`src/rtl/lut_sweep_eval.sv`:
```
// Serially loaded N-input truth table with a registered point lookup and an
// exhaustive minterm sweep that reports every entry and counts the true ones.
module lut_sweep_eval #(
  parameter int N = 3
) (
  input  logic         clk,
  input  logic         rst_n,
  input  logic         load_en,
  input  logic         load_bit,
  input  logic [N-1:0] in_vec,
  input  logic         start,
  output logic         f,
  output logic         sweep_valid,
  output logic [N-1:0] sweep_idx,
  output logic         sweep_f,
  output logic         busy,
  output logic         done,
  output logic [N:0]   ones_count
);

  localparam int DEPTH = 1 << N;
  localparam logic [N-1:0] LAST_IDX = N'(DEPTH - 1);

  typedef enum logic [1:0] {
    IDLE,
    SWEEP,
    DONE
  } state_t;

  state_t           state;
  state_t           state_nxt;
  logic [DEPTH-1:0] tt;
  logic [N-1:0]     idx_nxt;

  assign idx_nxt = sweep_idx + N'(1);

  // Status outputs are pure decodes of the registered state, so they also
  // clear the instant reset asserts.
  assign sweep_valid = (state == SWEEP);
  assign done        = (state == DONE);
  assign busy        = (state == SWEEP) || (state == DONE);

  // NOTE: sequential state uses non-blocking assignments so every register
  // samples pre-edge values, independent of statement order.
  always_ff @(posedge clk or negedge rst_n) begin
    if (!rst_n) state <= IDLE;
    else        state <= state_nxt;
  end

  always_comb begin
    // NOTE: default first so every path assigns state_nxt and no latch forms.
    state_nxt = state;
    case (state)
      IDLE:    if (start) state_nxt = SWEEP;
      SWEEP:   if (sweep_idx == LAST_IDX) state_nxt = DONE;
      DONE:    state_nxt = IDLE;
      default: state_nxt = IDLE;
    endcase
  end

  // NOTE: the truth table is a flop vector, not a RAM, so it takes the async
  // reset like every other register here.
  always_ff @(posedge clk or negedge rst_n) begin
    if (!rst_n) begin
      tt         <= '0;
      f          <= 1'b0;
      sweep_idx  <= '0;
      sweep_f    <= 1'b0;
      ones_count <= '0;
    end else begin
      f <= tt[in_vec];
      case (state)
        IDLE: begin
          // start wins over load_en: the table is frozen from the sweep's first edge.
          if (start) begin
            sweep_idx  <= '0;
            sweep_f    <= tt[0];
            ones_count <= {N'(0), tt[0]};
          end else if (load_en) begin
            tt <= {tt[DEPTH-2:0], load_bit};
          end
        end
        SWEEP: begin
          if (sweep_idx != LAST_IDX) begin
            sweep_idx  <= idx_nxt;
            sweep_f    <= tt[idx_nxt];
            ones_count <= ones_count + {N'(0), tt[idx_nxt]};
          end
        end
        default: ;
      endcase
    end
  end

endmodule

```
`config.mk`:
```
export PLATFORM = sky130hd
export DESIGN_NAME = lut_sweep_eval
export DESIGN_NICKNAME = d
export VERILOG_FILES = /design/src/rtl/lut_sweep_eval.sv
export SDC_FILE = /design/constraint.sdc
export NUM_CORES = 1
export LEC_CHECK = 0
export BUFFER_PORTS_ARGS = -buffer_cell sky130_fd_sc_hd__buf_4
export CORE_MARGIN = 10
export CORE_UTILIZATION = 61
export CTS_BUF_LIST = sky130_fd_sc_hd__clkbuf_8
export CTS_CLUSTER_DIAMETER = 200
export DETAILED_ROUTE_END_ITERATION = 7
export HOLD_SLACK_MARGIN = 0.1
export PLACE_DENSITY_LB_ADDON = 0.1
export SETUP_SLACK_MARGIN = 0.05
export SLEW_MARGIN = 20
export SYNTH_ARGS = -nofsm -noshare
export SYNTH_HDL_FRONTEND = slang
export SYNTH_SLANG_ARGS = --single-unit
```
`constraint.sdc`:
```
create_clock -name clk -period 5.1 [get_ports clk]
set_input_delay 0.51 -clock clk [delete_from_list [all_inputs] [get_ports clk]]
set_output_delay 0.51 -clock clk [all_outputs]
set_load 0.005 [all_outputs]
```
; Yosys cells after proc, flatten, opt, wreduce, memory -nomap -nowiden
; Cells that the tools add are included.
[op_classes]
bitwise_logic = 1
shift = 0
n_reduce_logical = 6
multipliers = 0
order_cmp = 2
n_div = 0
n_addsub = 2
eq_ne = 7
mux = 16
[ops]
columns = op, n
row1 = $lt 3x4->1 const B, 2
row2 = $mux 4, 2
row3 = $pmux 4 s2, 1
row4 = $bmux 1 s3, 2
row5 = $mux 3, 2
row6 = $pmux 3 s2, 1
row7 = $reduce_and 3->1, 2
row8 = $add 4x1->4, 1
row9 = $mux 1, 4
row10 = $mux 2, 2
row11 = $ne 2x1->1 const B, 2
row12 = $pmux 2 s2, 1
row13 = $add 3x1->3 const B, 1
row14 = $eq 3x3->1 const B, 1
row15 = $ne 3x3->1 const B, 1
row16 = $eq 2x1->1 const B, 1
row17 = $eq 2x2->1 const B, 1
row18 = $logic_not 2->1, 1
row19 = $ne 2x2->1 const B, 1
row20 = $pmux 1 s2, 1
row21 = $reduce_and 2->1, 1
row22 = $reduce_bool 2->1, 1
row23 = $logic_or 1x1->1, 1
row24 = $not 1->1, 1
[totals]
n_memories = 0
wordCells = 40
regBits = 19
input_bits = 8
rom_bits = 0
output_inout_bits = 12
latch_bits = 0
ram_bits = 0

; Depth between registers and ports, before layout
[logic_depth]
depth_word = 6
depth_mapped = 10
mapped_depth_nobuf = 10

; Worst setup path before layout
; Ideal clock, no wire load.
[synth_timing]
path_kind = register to register
start = register sweep_idx[0]
end = register ones_count[1]
setup_ns = 0.131
required_time_ns = 4.969
path_buffers = 0
synth_period_minus_slack_ns = 2.290
setup_slack_ns = 2.810
stages_incl_launch_ff = 10
t_arrival_ns = 2.159
cell_sequence = dfrtp_1 ha_1 mux4_2 inv_1 ha_1 ha_1 nor2b_1 a22o_1 a22oi_1 o21ai_0
[synth_via]
elab_chain_cells = 6
[synth_lines]
columns = element, line_no
row1 = start: declaration, 14  ; output logic [N-1:0] sweep_idx,
row2 = start signal: assignment, 85  ; sweep_idx <= idx_nxt;
row3 = $add 3x1->3, 35  ; assign idx_nxt = sweep_idx + N'(1);
row4 = $bmux 1 s3, 87  ; ones_count <= ones_count + {N'(0), tt[idx_nxt]};
row5 = $mux 1 (implied by the code), 87
row6 = $add 4x1->4, 87
row7 = $mux 4, 84  ; if (sweep_idx != LAST_IDX) begin
row8 = $pmux 4 s2, 72  ; case (state)
row9 = end signal: assignment, 78  ; ones_count <= {N'(0), tt[0]};
row10 = end signal: assignment, 87
row11 = end: declaration, 18  ; output logic [N:0] ones_count
; Parallel ways exist; a longest one is shown, timed or not. The select of a mux whose other input is x is not followed.
; A chain may end at the register's enable or synchronous reset.

; Worst setup path in the final report
; Ends and elaborated chain as after synthesis.

==> results.txt <==
Status -> finished, final reports clean
Clock Latency Late Sink -> 0.26 ns
Die area -> 4020 sq um
Worst Path Required -> 5.24 ns
Overflow after GRT -> 0
# nets final -> 132
Filler cells -> 122
Area of the core -> 1760 sq um
Largest area contributor in the netlist -> dfrtp_1
Design area -> 1330 sq um
DIE HEIGHT -> 63.4 um
DRT Pass-1 Iters -> 4
Syn_nets -> 112
Pwr per Cell Area -> 623 nW/um^2
Post-CTS setup buffers -> 0
Post-DP HPWL -> 1.72 mm
CTS buffer count -> 3
Avg Vias per Cell -> 5.95
Non-Filler Instances -> 139
Clock sinks -> 19
Clk slew on worst S/H paths -> 0.07 ns
Post-CTS sizing -> 0
# port buffers -> 19
Max Cap Viol -> 0
IO Pins -> 20
Placed Area -> 1280 sq um
RSZ-0062 raised after global routing -> false
Synth warnings -> 0
CP delay by family, top -> adder cells
Pwr Total -> 0.827 mW
Setup-failing EPs final -> 0
Routed WL per cell -> 16.5 um
Leak -> 0.648 nW
Setup TNS -> 0 ns
Slowest CP cell -> mux4_2
Relative slew slack -> 57.3%
Minimum clock period -> 2.56 ns
Fin crit share -> 50.1%
WP buf/inv -> 1
Synth cell types -> 31
Drt drc -> 0
Starting Density -> 65.2%
FF-to-FF End -> ones_count[1]
Max Clock Freq -> 391 MHz
Max incr delay on CP -> 0.53 ns
CTS tree -> yes
Area contributors post-synth -> dfrtp_1, ha_1, mux2_2
Clock root cell -> clkbuf_8
Post-synthesis cell area -> 1150 sq um
CTS Hold Bufs -> 0
CP Max Fanout -> 8
Fin. Hold Viols -> 0
FF-to-FF Start -> sweep_idx[0]
Peak supply drop -> 455 uV
Initial antenna violation count -> 0
DIE WIDTH -> 63.4 um
Register area share after synthesis -> 41.3%
Clk buf depth -> 2
Yosys reg bits -> 19
Reg2reg setup slack -> 2.54 ns
Synth Instances -> 95
Worst-Margin Slew -> 0.640 ns
WS Path Type -> flop to flop
Vias in the first global route -> 860
Final Skew -> 0.00543 ns
Crit end category -> flop
Remaining antenna violation count -> 0
Max Slew Vio Count -> 0
Post-Route WL -> 2.29 mm
Maximum level of the CTS H-tree -> 1
Placed cell count -> 135
Yosys top cell area share -> 41.3%
Ant. Diodes -> 0
HP Class -> input pin to async pin
Global-route wire length before repair -> 4.00 mm
R2R cell count -> 9
Share of cells above drive strength 1 -> 36.8%
Row cnt -> 15
Syn-to-layout area delta -> 15.5%
Critical path, cell by cell -> ha_1 > mux4_2 > inv_1 > ha_1 > ha_1 > nor2b_1 > a22o_1 > a22oi_1 > o21ai_0
Arr. time, crit path -> 2.69 ns
Vias -> 827
Gpl congestion -> 0.768
DRT iter0 DRCs -> 22
Hold_ws -> 0.104 ns
GR Util All Layers -> 12.2%
Syn_area_per_cell -> 12.1 sq um
CP startpoint kind -> flop
Largest net degree at the start of global routing -> 20
CP dominant cell by count -> ha_1
-- area by class of cell --
| type | count | area [sq um] | area share (%) |
|---|---|---|---|
| repair buffers | 19 | 143 | 10.7 |
| clock buffers | 3 | 41.3 | 3.11 |
| multi-input cells | 68 | 618 | 46.6 |
| well taps | 25 | 31.3 | 2.36 |
| inverters | 4 | 15.0 | 1.13 |
| flip-flops and latches | 19 | 475 | 35.8 |
| clock inverters | 1 | 3.75 | 0.283 |
-- how the worst max path moves through the flow --
stage | startpoint | endpoint | slack (ns) | cells past startpoint
4_1_cts | sweep_idx[0] | ones_count[1] | 2.53 | 9
3_3_place_gp | sweep_idx[0] | ones_count[1] | 2.63 | 9
2_1_floorplan | sweep_idx[0] | ones_count[1] | 2.81 | 9
5_1_grt | sweep_idx[0] | ones_count[1] | 2.34 | 9
6_report | sweep_idx[0] | ones_count[1] | 2.54 | 9
3_5_place_dp | sweep_idx[0] | ones_count[1] | 2.54 | 9
-- kinds of logic (layout without fill, tap and decap cells) --
kind of cell | count (synthesis) | after routing | synth area share, %
compound gates | 21 | 21 | 13.2
mux | 20 | 20 | 21.8
flops | 19 | 19 | 41.3
simple gates | 18 | 18 | 9.03
fa+ha+maj | 9 | 9 | 9.79
buf+inv | 8 | 27 | 4.90
-- where the power goes --
| group | total (mW) | internal, mW | leakage (nW) | switching (mW) |
|---|---|---|---|---|
| registers | 0.287 | 0.217 | 0.242 | 0.0705 |
| clock network | 0.105 | 0.0536 | 0.0269 | 0.0512 |
| logic | 0.434 | 0.240 | 0.380 | 0.194 |
-- registers in the layout, indices dropped and copies added, names as in the netlist --
name	cells
sweep_idx	3
state	2
f	1
tt	8
sweep_f	1
ones_count	4
-- layer usage --
layer	vias up	global-route usage, %	share of wire (%)
met1	401	13.5	42
met4	0	5.74	1.3
met2	30	20.7	50
met3	3	3.53	6.5
met5	-	0	0
li1	393	-	-
-- synthesized netlist by cell type --
library cell	n
o22ai_1	1
nor3_1	3
mux2i_1	7
inv_1	4
nand3_1	1
nand2_2	1
buf_6	2
clkbuf_8	1
o21ai_0	4
buf_2	1
a22oi_1	1
dfrtp_1	19
nor2_4	1
a22o_2	1
a21oi_1	4
a21o_1	1
mux4_2	3
and2b_4	1
nor2b_1	1
a21oi_2	1
nand3b_1	1
nor2_1	2
nand2b_1	1
a22o_1	6
nand2_1	4
mux2_2	10
ha_1	9
o22a_2	1
or2b_1	1
a21o_2	1
nand4_1	1
-- layout by cell type, fill, tap and decap left out, types with 2 or more instances in the layout --
cell / synthesis / final
nor3_1: 3 / 3
o21ai_0: 4 / 4
mux2_2: 10 / 10
mux4_2: 3 / 3
clkbuf_8: 1 / 3
buf_4: 0 / 19
a21oi_1: 4 / 4
dfrtp_1: 19 / 19
nor2_1: 2 / 2
a22o_1: 6 / 6
nand2_1: 4 / 4
mux2i_1: 7 / 7
inv_1: 4 / 5
ha_1: 9 / 9
-- stage by stage --
stage | setup slack (ns) | util (%)
after floorplan | 2.81 | -
after global placement | 2.63 | 72.7
after detailed placement | 2.54 | 72.7
after CTS | 2.53 | 75.2
after global routing | 2.34 | 75.2
final | 2.54 | 75.2
Note: power is estimated with default switching activity, not from simulation.
